[src/rtl/pipe_hazard_ctrl.sv]
// -----------------------------------------------------------------------------
// pipe_hazard_ctrl
// Hazard controller sitting behind the ID/EX register. Detects load-use
// hazards, taken branches and multi-cycle data-memory waits, and drives the
// stall / flush / bubble controls for PC, IF/ID, ID/EX and EX/MEM.
//
// Optional feature macro: HAZARD_PERF_EN (builds the performance counters;
// without it the perf_* ports are tied to zero).
//
// Parameters:
//   LOAD_STALL_CYCLES  bubbles per load-use hazard (1..3)
//   MEM_TIMEOUT        MEM_WAIT cycles before mem_timeout is raised (1..65535)
//
// Ports:
//   clk, rst            clock, asynchronous active-low reset
//   id_rs, id_rt        ID-stage source registers
//   id_uses_rt          ID instruction reads rt
//   ex_memread          EX instruction is a load
//   ex_regrt            EX load destination register
//   ex_branch, ex_zero  EX branch and ALU zero flag (taken when both set)
//   mem_req, mem_ready  data-memory handshake of the MEM stage
//   pc_stall            hold the PC                       (combinational)
//   ifid_stall          hold IF/ID                        (combinational)
//   ifid_flush          zero IF/ID                        (combinational)
//   idex_flush          bubble into ID/EX                 (combinational)
//   exmem_stall         hold EX/MEM                       (combinational)
//   pc_sel_branch       select branch target for the PC   (combinational)
//   mem_timeout         sticky memory timeout error       (registered)
//   perf_*_cnt          saturating performance counters   (registered)
// -----------------------------------------------------------------------------
module pipe_hazard_ctrl #(
   parameter int unsigned LOAD_STALL_CYCLES = 1,
   parameter int unsigned MEM_TIMEOUT       = 255
) (
   input  logic        clk,
   input  logic        rst,
   input  logic [4:0]  id_rs,
   input  logic [4:0]  id_rt,
   input  logic        id_uses_rt,
   input  logic        ex_memread,
   input  logic [4:0]  ex_regrt,
   input  logic        ex_branch,
   input  logic        ex_zero,
   input  logic        mem_req,
   input  logic        mem_ready,
   output logic        pc_stall,
   output logic        ifid_stall,
   output logic        ifid_flush,
   output logic        idex_flush,
   output logic        exmem_stall,
   output logic        pc_sel_branch,
   output logic        mem_timeout,
   output logic [31:0] perf_stall_cnt,
   output logic [31:0] perf_flush_cnt,
   output logic [31:0] perf_memwait_cnt
);

   localparam int unsigned WAIT_W = 16;
   localparam int unsigned BUB_W  = 2;
   localparam int unsigned PERF_W = 32;

   typedef enum logic [1:0] {
      RUN        = 2'd0,
      LOAD_STALL = 2'd1,
      MEM_WAIT   = 2'd2
   } state_e;

   state_e              state_q, state_d;
   logic [BUB_W-1:0]    bub_cnt_q, bub_cnt_d;
   logic [WAIT_W-1:0]   wait_cnt_q, wait_cnt_d;
   logic                timeout_q, timeout_d;

   // internal raw controls, gated by reset before reaching the ports
   logic                mem_stall_c;
   logic                luh_stall_c;
   logic                br_flush_c;

   logic                luh_c;
   logic                tkn_c;
   logic                mw_c;

   // Hazard conditions; register 0 is hard-wired so it never creates a hazard
   assign luh_c = ex_memread && (ex_regrt != 5'd0) &&
                  ((ex_regrt == id_rs) || (id_uses_rt && (ex_regrt == id_rt)));
   assign tkn_c = ex_branch && ex_zero;
   assign mw_c  = mem_req && !mem_ready;

   // State and counter registers
   always_ff @(posedge clk or negedge rst) begin
      if (!rst) begin
         state_q    <= RUN;
         bub_cnt_q  <= '0;
         wait_cnt_q <= '0;
         timeout_q  <= 1'b0;
      end else begin
         state_q    <= state_d;
         bub_cnt_q  <= bub_cnt_d;
         wait_cnt_q <= wait_cnt_d;
         timeout_q  <= timeout_d;
      end
   end

   // Next-state and raw control decode
   always_comb begin
      state_d     = state_q;
      bub_cnt_d   = bub_cnt_q;
      wait_cnt_d  = wait_cnt_q;
      timeout_d   = timeout_q;
      mem_stall_c = 1'b0;
      luh_stall_c = 1'b0;
      br_flush_c  = 1'b0;

      unique case (state_q)
         RUN: begin
            // priority mw > tkn > luh; a taken branch kills the hazarding instr
            if (mw_c) begin
               mem_stall_c = 1'b1;
               wait_cnt_d  = '0;
               state_d     = MEM_WAIT;
            end else if (tkn_c) begin
               br_flush_c = 1'b1;
            end else if (luh_c) begin
               luh_stall_c = 1'b1;
               if (LOAD_STALL_CYCLES > 1) begin
                  bub_cnt_d = BUB_W'(LOAD_STALL_CYCLES - 1);
                  state_d   = LOAD_STALL;
               end
            end
         end

         LOAD_STALL: begin
            // EX holds a bubble here, so branch inputs are meaningless
            if (mw_c) begin
               mem_stall_c = 1'b1;
               wait_cnt_d  = '0;
               bub_cnt_d   = '0;
               state_d     = MEM_WAIT;
            end else begin
               luh_stall_c = 1'b1;
               if (bub_cnt_q <= BUB_W'(1)) begin
                  bub_cnt_d = '0;
                  state_d   = RUN;
               end else begin
                  bub_cnt_d = bub_cnt_q - BUB_W'(1);
               end
            end
         end

         MEM_WAIT: begin
            if (!mem_ready) begin
               mem_stall_c = 1'b1;
               if (wait_cnt_q != '1) begin
                  wait_cnt_d = wait_cnt_q + WAIT_W'(1);
               end
               if (wait_cnt_d == WAIT_W'(MEM_TIMEOUT)) begin
                  timeout_d = 1'b1;
               end
            end else begin
               state_d = RUN;
            end
         end

         default: begin
            state_d = RUN;
         end
      endcase
   end

   // Reset forces the combinational controls low immediately
   assign pc_stall      = rst & (mem_stall_c | luh_stall_c);
   assign ifid_stall    = rst & (mem_stall_c | luh_stall_c);
   assign ifid_flush    = rst & br_flush_c;
   assign idex_flush    = rst & (br_flush_c | luh_stall_c);
   assign exmem_stall   = rst & mem_stall_c;
   assign pc_sel_branch = rst & br_flush_c;
   assign mem_timeout   = timeout_q;

`ifdef HAZARD_PERF_EN
   logic [PERF_W-1:0] perf_stall_q;
   logic [PERF_W-1:0] perf_flush_q;
   logic [PERF_W-1:0] perf_memwait_q;

   // Saturating event counters
   always_ff @(posedge clk or negedge rst) begin
      if (!rst) begin
         perf_stall_q   <= '0;
         perf_flush_q   <= '0;
         perf_memwait_q <= '0;
      end else begin
         if (pc_stall && (perf_stall_q != '1)) begin
            perf_stall_q <= perf_stall_q + PERF_W'(1);
         end
         if (ifid_flush && (perf_flush_q != '1)) begin
            perf_flush_q <= perf_flush_q + PERF_W'(1);
         end
         if (mem_stall_c && (perf_memwait_q != '1)) begin
            perf_memwait_q <= perf_memwait_q + PERF_W'(1);
         end
      end
   end

   assign perf_stall_cnt   = perf_stall_q;
   assign perf_flush_cnt   = perf_flush_q;
   assign perf_memwait_cnt = perf_memwait_q;
`else
   assign perf_stall_cnt   = '0;
   assign perf_flush_cnt   = '0;
   assign perf_memwait_cnt = '0;
`endif

endmodule

[config.mk]
export PLATFORM = sky130hd
export DESIGN_NAME = pipe_hazard_ctrl
export DESIGN_NICKNAME = d
export VERILOG_FILES = /design/src/rtl/pipe_hazard_ctrl.sv
export SDC_FILE = /design/constraint.sdc
export NUM_CORES = 1
export LEC_CHECK = 0
export ABC_AREA = 1
export CAP_MARGIN = 20
export CELL_PAD_IN_SITES_DETAIL_PLACEMENT = 1
export CELL_PAD_IN_SITES_GLOBAL_PLACEMENT = 2
export CORE_ASPECT_RATIO = 1.75
export CORE_MARGIN = 4
export CORE_UTILIZATION = 17
export DETAILED_ROUTE_END_ITERATION = 7
export PLACE_DENSITY = 0.74
export SLEW_MARGIN = 5
export SYNTH_ARGS = -nofsm -noshare
export SYNTH_HDL_FRONTEND = slang
export SYNTH_SLANG_ARGS = --single-unit
[constraint.sdc]
create_clock -name clk -period 1.4 [get_ports clk]
set_input_delay 0.21 -clock clk [delete_from_list [all_inputs] [get_ports clk]]
set_output_delay 0.21 -clock clk [all_outputs]
set_load 0.03 [all_outputs]
# --- Word level (Yosys, flattened, before mapping) ---
# Index checks and enable logic that the tools add are counted.
# Widths: inputs -> output; s select.
op_classes:
  n_bitwise: 7
  magnitude_cmp: 1
  mux: 24
  addsub: 2
  n_eq_ne: 11
  reduce_logical: 14
ops:
  columns: ["op", "n"]
  rows:
  - ["$mux 16", 5]
  - ["$pmux 16 s2", 1]
  - ["$add 16x1->16 const B", 1]
  - ["$eq 16x8->1 const B", 1]
  - ["$ne 16x16->1 const B", 1]
  - ["$mux 2", 6]
  - ["$eq 5x5->1", 2]
  - ["$mux 1", 9]
  - ["$reduce_and 3->1", 3]
  - ["$ne 2x2->1 const B", 3]
  - ["$pmux 2 s3", 1]
  - ["$logic_and 1x1->1", 5]
  - ["$reduce_bool 5->1", 1]
  - ["$and 1x1->1", 4]
  - ["$pmux 1 s2", 2]
  - ["$ne 3x3->1 const B", 1]
  - ["$eq 2x1->1 const B", 1]
  - ["$eq 2x2->1 const B", 1]
  - ["$le 2x1->1 const B", 1]
  - ["$logic_not 2->1", 1]
  - ["$ne 2x1->1 const B", 1]
  - ["$or 1x1->1", 2]
  - ["$reduce_bool 2->1", 1]
  - ["$reduce_or 2->1", 1]
  - ["4 further kinds", 4]
word_totals:
  ff_bits: 21
  wordCells: 63

# --- Depth between registers and ports, before layout ---
depth:
  word_depth: 10
  mapped_depth: 12

# --- Worst setup path after synthesis ---
# No wires, ideal clock.
synth_path:
  path_kind: "reg-to-output"
  from: "register state_q[1]"
  to: "output pc_stall"
  t_arrival_ns: 1.696
  required_time_ns: 1.190
  stages_incl_launch_ff: 6
  slack_ns: -0.506
  cell_sequence: "dfrtp_1 -> inv_1 -> nor2_2 -> nor2_1 -> o21ai_0 -> buf_4"
synth_via:
  elab_chain_len: 5
  elab_cells_between_ends: 8
  cone_classes: "eq/ne: 2; mux: 2; bitwise: 2; reduce/logical: 2"
synth_rtl:
  columns: ["element", "line", "text"]
  rows:
  - ["start: declaration", "68", "state_e state_q, state_d;"]
  - ["start signal: assignment", "96", "state_q <= state_d;"]
  - ["$eq 2x1->1 or $logic_not 2->1 (tied branches)", "113", "unique case (state_q)"]
  - ["$reduce_or 2->1 (no line)", null, null]
  - ["$pmux 1 s2", "113", null]
  - ["$or 1x1->1 *", null, null]
  - ["$and 1x1->1 *", null, null]
  - ["end: declaration", "46", "output logic pc_stall,"]
# Mark *: on every way between the ends. The rest lies on a longest branch, timed or not.

# --- Worst setup path after layout ---
layout_path:
  from: "register wait_cnt_q[1]"
  to: "register timeout_q (netlist: mem_timeout)"
layout_via:
  elab_chain_len: 6
  elab_cells_between_ends: 7
  cone_classes: "add/sub: 1; eq/ne: 2; mux: 3; reduce/logical: 1"
layout_rtl:
  columns: ["element", "line", "text"]
  rows:
  - ["start: declaration", "70", "logic [WAIT_W-1:0] wait_cnt_q, wait_cnt_d;"]
  - ["start signal: assignment", "98", "wait_cnt_q <= wait_cnt_d;"]
  - ["$add 16x1->16 or $ne 16x16->1 (tied branches)", "153, 152", null]
  - ["$mux 16 *", "152", "if (wait_cnt_q != '1) begin"]
  - ["$mux 16 *", "150", "if (!mem_ready) begin"]
  - ["$mux 16 *", "113", null]
  - ["$eq 16x8->1 *", "155", "if (wait_cnt_d == WAIT_W'(MEM_TIMEOUT)) begin"]
  - ["$reduce_and 3->1 (no line) *", null, null]
  - ["end signal: assignment", "99", "timeout_q <= timeout_d;"]
  - ["end: declaration", "71", "logic timeout_q, timeout_d;"]
# Mark *: on every way between the ends. The rest lies on a longest branch, timed or not. The select of a mux whose other input is x is not followed.
# A chain may end at the register's enable or synchronous reset.

==> results <==
## power by group through the flow
stage          clock [mW]  sequential, mW  combinational [mW]
5_1_grt             0.708           0.601                1.03
6_report            0.675           0.597               0.957
3_3_place_gp            0           0.597               0.825
2_1_floorplan           0           0.596               0.734
3_5_place_dp            0           0.602               0.837
4_1_cts             0.693           0.595               0.895
## logic make-up (layout without fill, tap and decap cells)
logic type               after synthesis  after routing
flip-flops                            18             18
buffers and inverters                132            136
XOR/XNOR                              12             12
other                                  1             96
AO/OA/AOI/OAI                         31             31
adder cells (fa/ha/maj)                1              1
AND/OR/NAND/NOR                      120            120
## through the flow
stage	power, mW	cell area [um^2]	instances	hold WS [ps]
2_1_floorplan	1.33	2590	410	-85.6
3_3_place_gp	1.42	2760	565	461
3_5_place_dp	1.44	2760	565	463
4_1_cts	2.18	3110	578	143
5_1_grt	2.34	3270	582	174
6_report	2.23	3270	582	124
## repair_timing
action | in CTS | in global routing
resized for setup | 83 | 34
buffers inserted | 11 | 7
setup endpoints to repair | 24 | 23
hold buffers | 0 | 0
pin swaps | 30 | 19
## path summary, 6_finish.rpt
check                      cells past startpoint          start            end  slack (ps)
setup / recovery                              11  wait_cnt_q[1]    mem_timeout        -350
hold / removal                                 3            rst  wait_cnt_q[2]         120
setup reg to reg                              11  wait_cnt_q[1]    mem_timeout        -350
hold reg to reg                                2    mem_timeout    mem_timeout         470
max in group asynchronous                      3            rst  wait_cnt_q[0]        1100
min in group clk                               2    mem_timeout    mem_timeout         470
## synthesized netlist by cell type, drive strengths merged
cell,instances,share of area [%]
buf,100,35
a21o,2,0.69
ha,1,0.58
a221oi,1,0.40
xnor2,3,1.2
o22ai,1,0.29
inv,31,5.4
dfrtp,18,21
a21oi,5,1.2
a311oi,1,0.40
conb,1,0.17
nand3,20,4.8
clkbuf,1,0.17
nand4,8,2.3
nor2,34,7.0
xor2,9,3.6
nor3,2,0.46
a22o,1,0.46
o21ai,20,5.0
nand2,56,10
## state kept, by name, summed over array words and instances, names as in the netlist
register,cells
wait_cnt_q,16
mem_timeout,1
state_q,1
## cell type report
class | instances | area share, %
inverters | 31 | 3.56
multi-input cells | 260 | 46.8
clock buffers | 4 | 2.72
repair buffers | 101 | 26.6
well taps | 168 | 6.43
flip-flops and latches | 18 | 13.9
## metal layers
layer  global-route usage [%]  share of wire [%]  up-vias
li1                         -                  -      989
met1                     7.79                 30     1011
met2                     19.5                 58      126
met3                    0.813                6.5       21
met4                     7.55                5.9        0
met5                        0                  0        -
## critical path, stage by stage, from the launching register on
cell,delay [ps]
sky130_fd_sc_hd__dfrtp_1,420
sky130_fd_sc_hd__ha_4,200
sky130_fd_sc_hd__nand3_4,110
sky130_fd_sc_hd__nor2_4,200
sky130_fd_sc_hd__nand2_4,150
sky130_fd_sc_hd__buf_6,150
sky130_fd_sc_hd__nand3_4,50
sky130_fd_sc_hd__nor2_1,50
sky130_fd_sc_hd__nand2_1,110
sky130_fd_sc_hd__nor2_1,60
sky130_fd_sc_hd__nand2_1,90
sky130_fd_sc_hd__nand2_1,50
==> flow_summary.rst <==
.. list-table::
   :header-rows: 1

   * - Metric
     - Value
   * - Outcome
     - complete, but fails checks
   * - Violations in the final reports
     - negative setup slack
   * - Overall overflow remaining after global route
     - 0
   * - Time the worst path needs with I/O delays and setup
     - 1750 ps
   * - Fraction of final layout cells sized beyond drive strength 1
     - 37.0%
   * - Final core utilization
     - 26.2%
   * - Signal arrival time at the worst endpoint
     - ~1900 ps
   * - Required time of the worst setup path
     - 1560 ps
   * - Power Density
     - 682 nW/um^2
   * - Average detailed-routed wire length per instance
     - 12.3 um
   * - Largest family of logic cells by synthesized area
     - buffers and inverters
   * - Final hold vios
     - 0
   * - Commonest non-fill, non-tap cells in the layout
     - sky130_fd_sc_hd__conb_1 (96), sky130_fd_sc_hd__buf_4 (58), sky130_fd_sc_hd__nand2_1 (36)
   * - Timing-limited maximum frequency
     - approximately 570 MHz
   * - Synthesis warning total
     - 0
   * - Number of antenna cells inserted
     - 0
   * - Floorplan Core Area
     - 12500 um^2
   * - Later-pin clock latency in the skew report
     - 260 ps
   * - Antenna violations before repair
     - 0
   * - Hold/Removal Path Class
     - in -> async
   * - Count of mapped cells out of synthesis
     - 315
   * - Die Footprint
     - 14700 um^2
   * - Combinational group share of total power
     - 42.9%
   * - Synthesized flop and latch total
     - 18
   * - Clock network power share
     - 30.3%
   * - Max Cap Viol
     - 0
   * - Routed via count
     - roughly 2100
   * - Clock edge transition at the registers on the reported setup and hold paths
     - about 60 ps
   * - Depth of the CTS H-tree
     - 1
   * - Worst Setup Slack, final
     - -349 ps
   * - Post-Synthesis Cell Area
     - 2170 um^2
   * - Most common library cell in the layout ignoring fill and taps
     - sky130_fd_sc_hd__conb_1
   * - DP Worst Slack
     - -447 ps
   * - Starting density of the core
     - 17.4%
   * - Sequential cell area fraction in the yosys report
     - between 20 and 25%
   * - Share of total power in sequential cells
     - 26.8%
   * - Total detailed-routing wirelength
     - 7.18 mm
   * - Number of clock buffers inserted by TritonCTS
     - 3
   * - Critical-path maximum fanout
     - 7
   * - Final Max Tran Viols
     - 0
   * - Cell at the root of the clock tree
     - sky130_fd_sc_hd__clkbuf_16
   * - Final net count
     - 439
   * - Mean number of vias per cell
     - 3.69
   * - Worst Skew
     - 6.41 ps
   * - Num Clock Sinks
     - 18
   * - Final setup violation count
     - 21
   * - Startpoint Class
     - register
   * - Sw Ratio
     - 41.5%
   * - Drt pass-1 iters
     - 4
   * - Violation count after the first detailed-routing iteration
     - 37
   * - Pleak
     - about 1.7 nW
   * - Count of input and output buffers
     - 29
   * - Area occupied by registers
     - 453 um^2
   * - Die Ht
     - 157 um
   * - Count of nets left with antenna violations after detail routing
     - 0
   * - Compound-gate portion of the synthesized area
     - 8.36%
   * - Average instance area after synthesis
     - around 6.9 um^2
   * - Share of the cycle needed by the critical path after routing
     - 125%
   * - Distinct cell type count of the synthesized netlist
     - 30
   * - Category of the worst setup path capture point
     - register
   * - Design internal power
     - 1.31 mW
   * - Final TNS setup
     - -3800 ps
   * - Area taken by multi-input logic gates
     - 1530 um^2
   * - Psw
     - between 0.9 and 1 mW
   * - Maximum clock path buffer count
     - 2
   * - Post-synthesis share of cell area spent on xor and xnor gates
     - 4.84%
   * - Die width
     - 93.4 um
   * - Clock tree from TritonCTS
     - yes
   * - Critical path start-end classification
     - reg -> reg
   * - Adder and majority cell fraction of the synthesized area
     - 0.577%
   * - IR drop worst, VDD
     - 0.000370 V
   * - Number of global-route vias before repair
     - roughly 2300
   * - Fill cells
     - 1573
   * - Mux cell area share after synthesis
     - 0%
   * - IO Count
     - 126
   * - Maximum number of pins on one net before global-route repair
     - 11
   * - Simple logic cell fraction of the synthesized area
     - 25.1%
   * - Unrepaired setup endpoints after global routing
     - yes
   * - Placer congestion estimate
     - 0.838
   * - Half-perimeter wire length after detailed placement
     - roughly 6 mm
   * - Num rows
     - 54
   * - Wire length of the first global-routing pass
     - about 11 mm
   * - Count of unresolved DRC violations after routing
     - 0
   * - Area growth from synthesis to final layout
     - 50.7%
   * - Combined global-route utilization of all metal layers
     - about a tenth
Power figures use the tool's default switching activity.
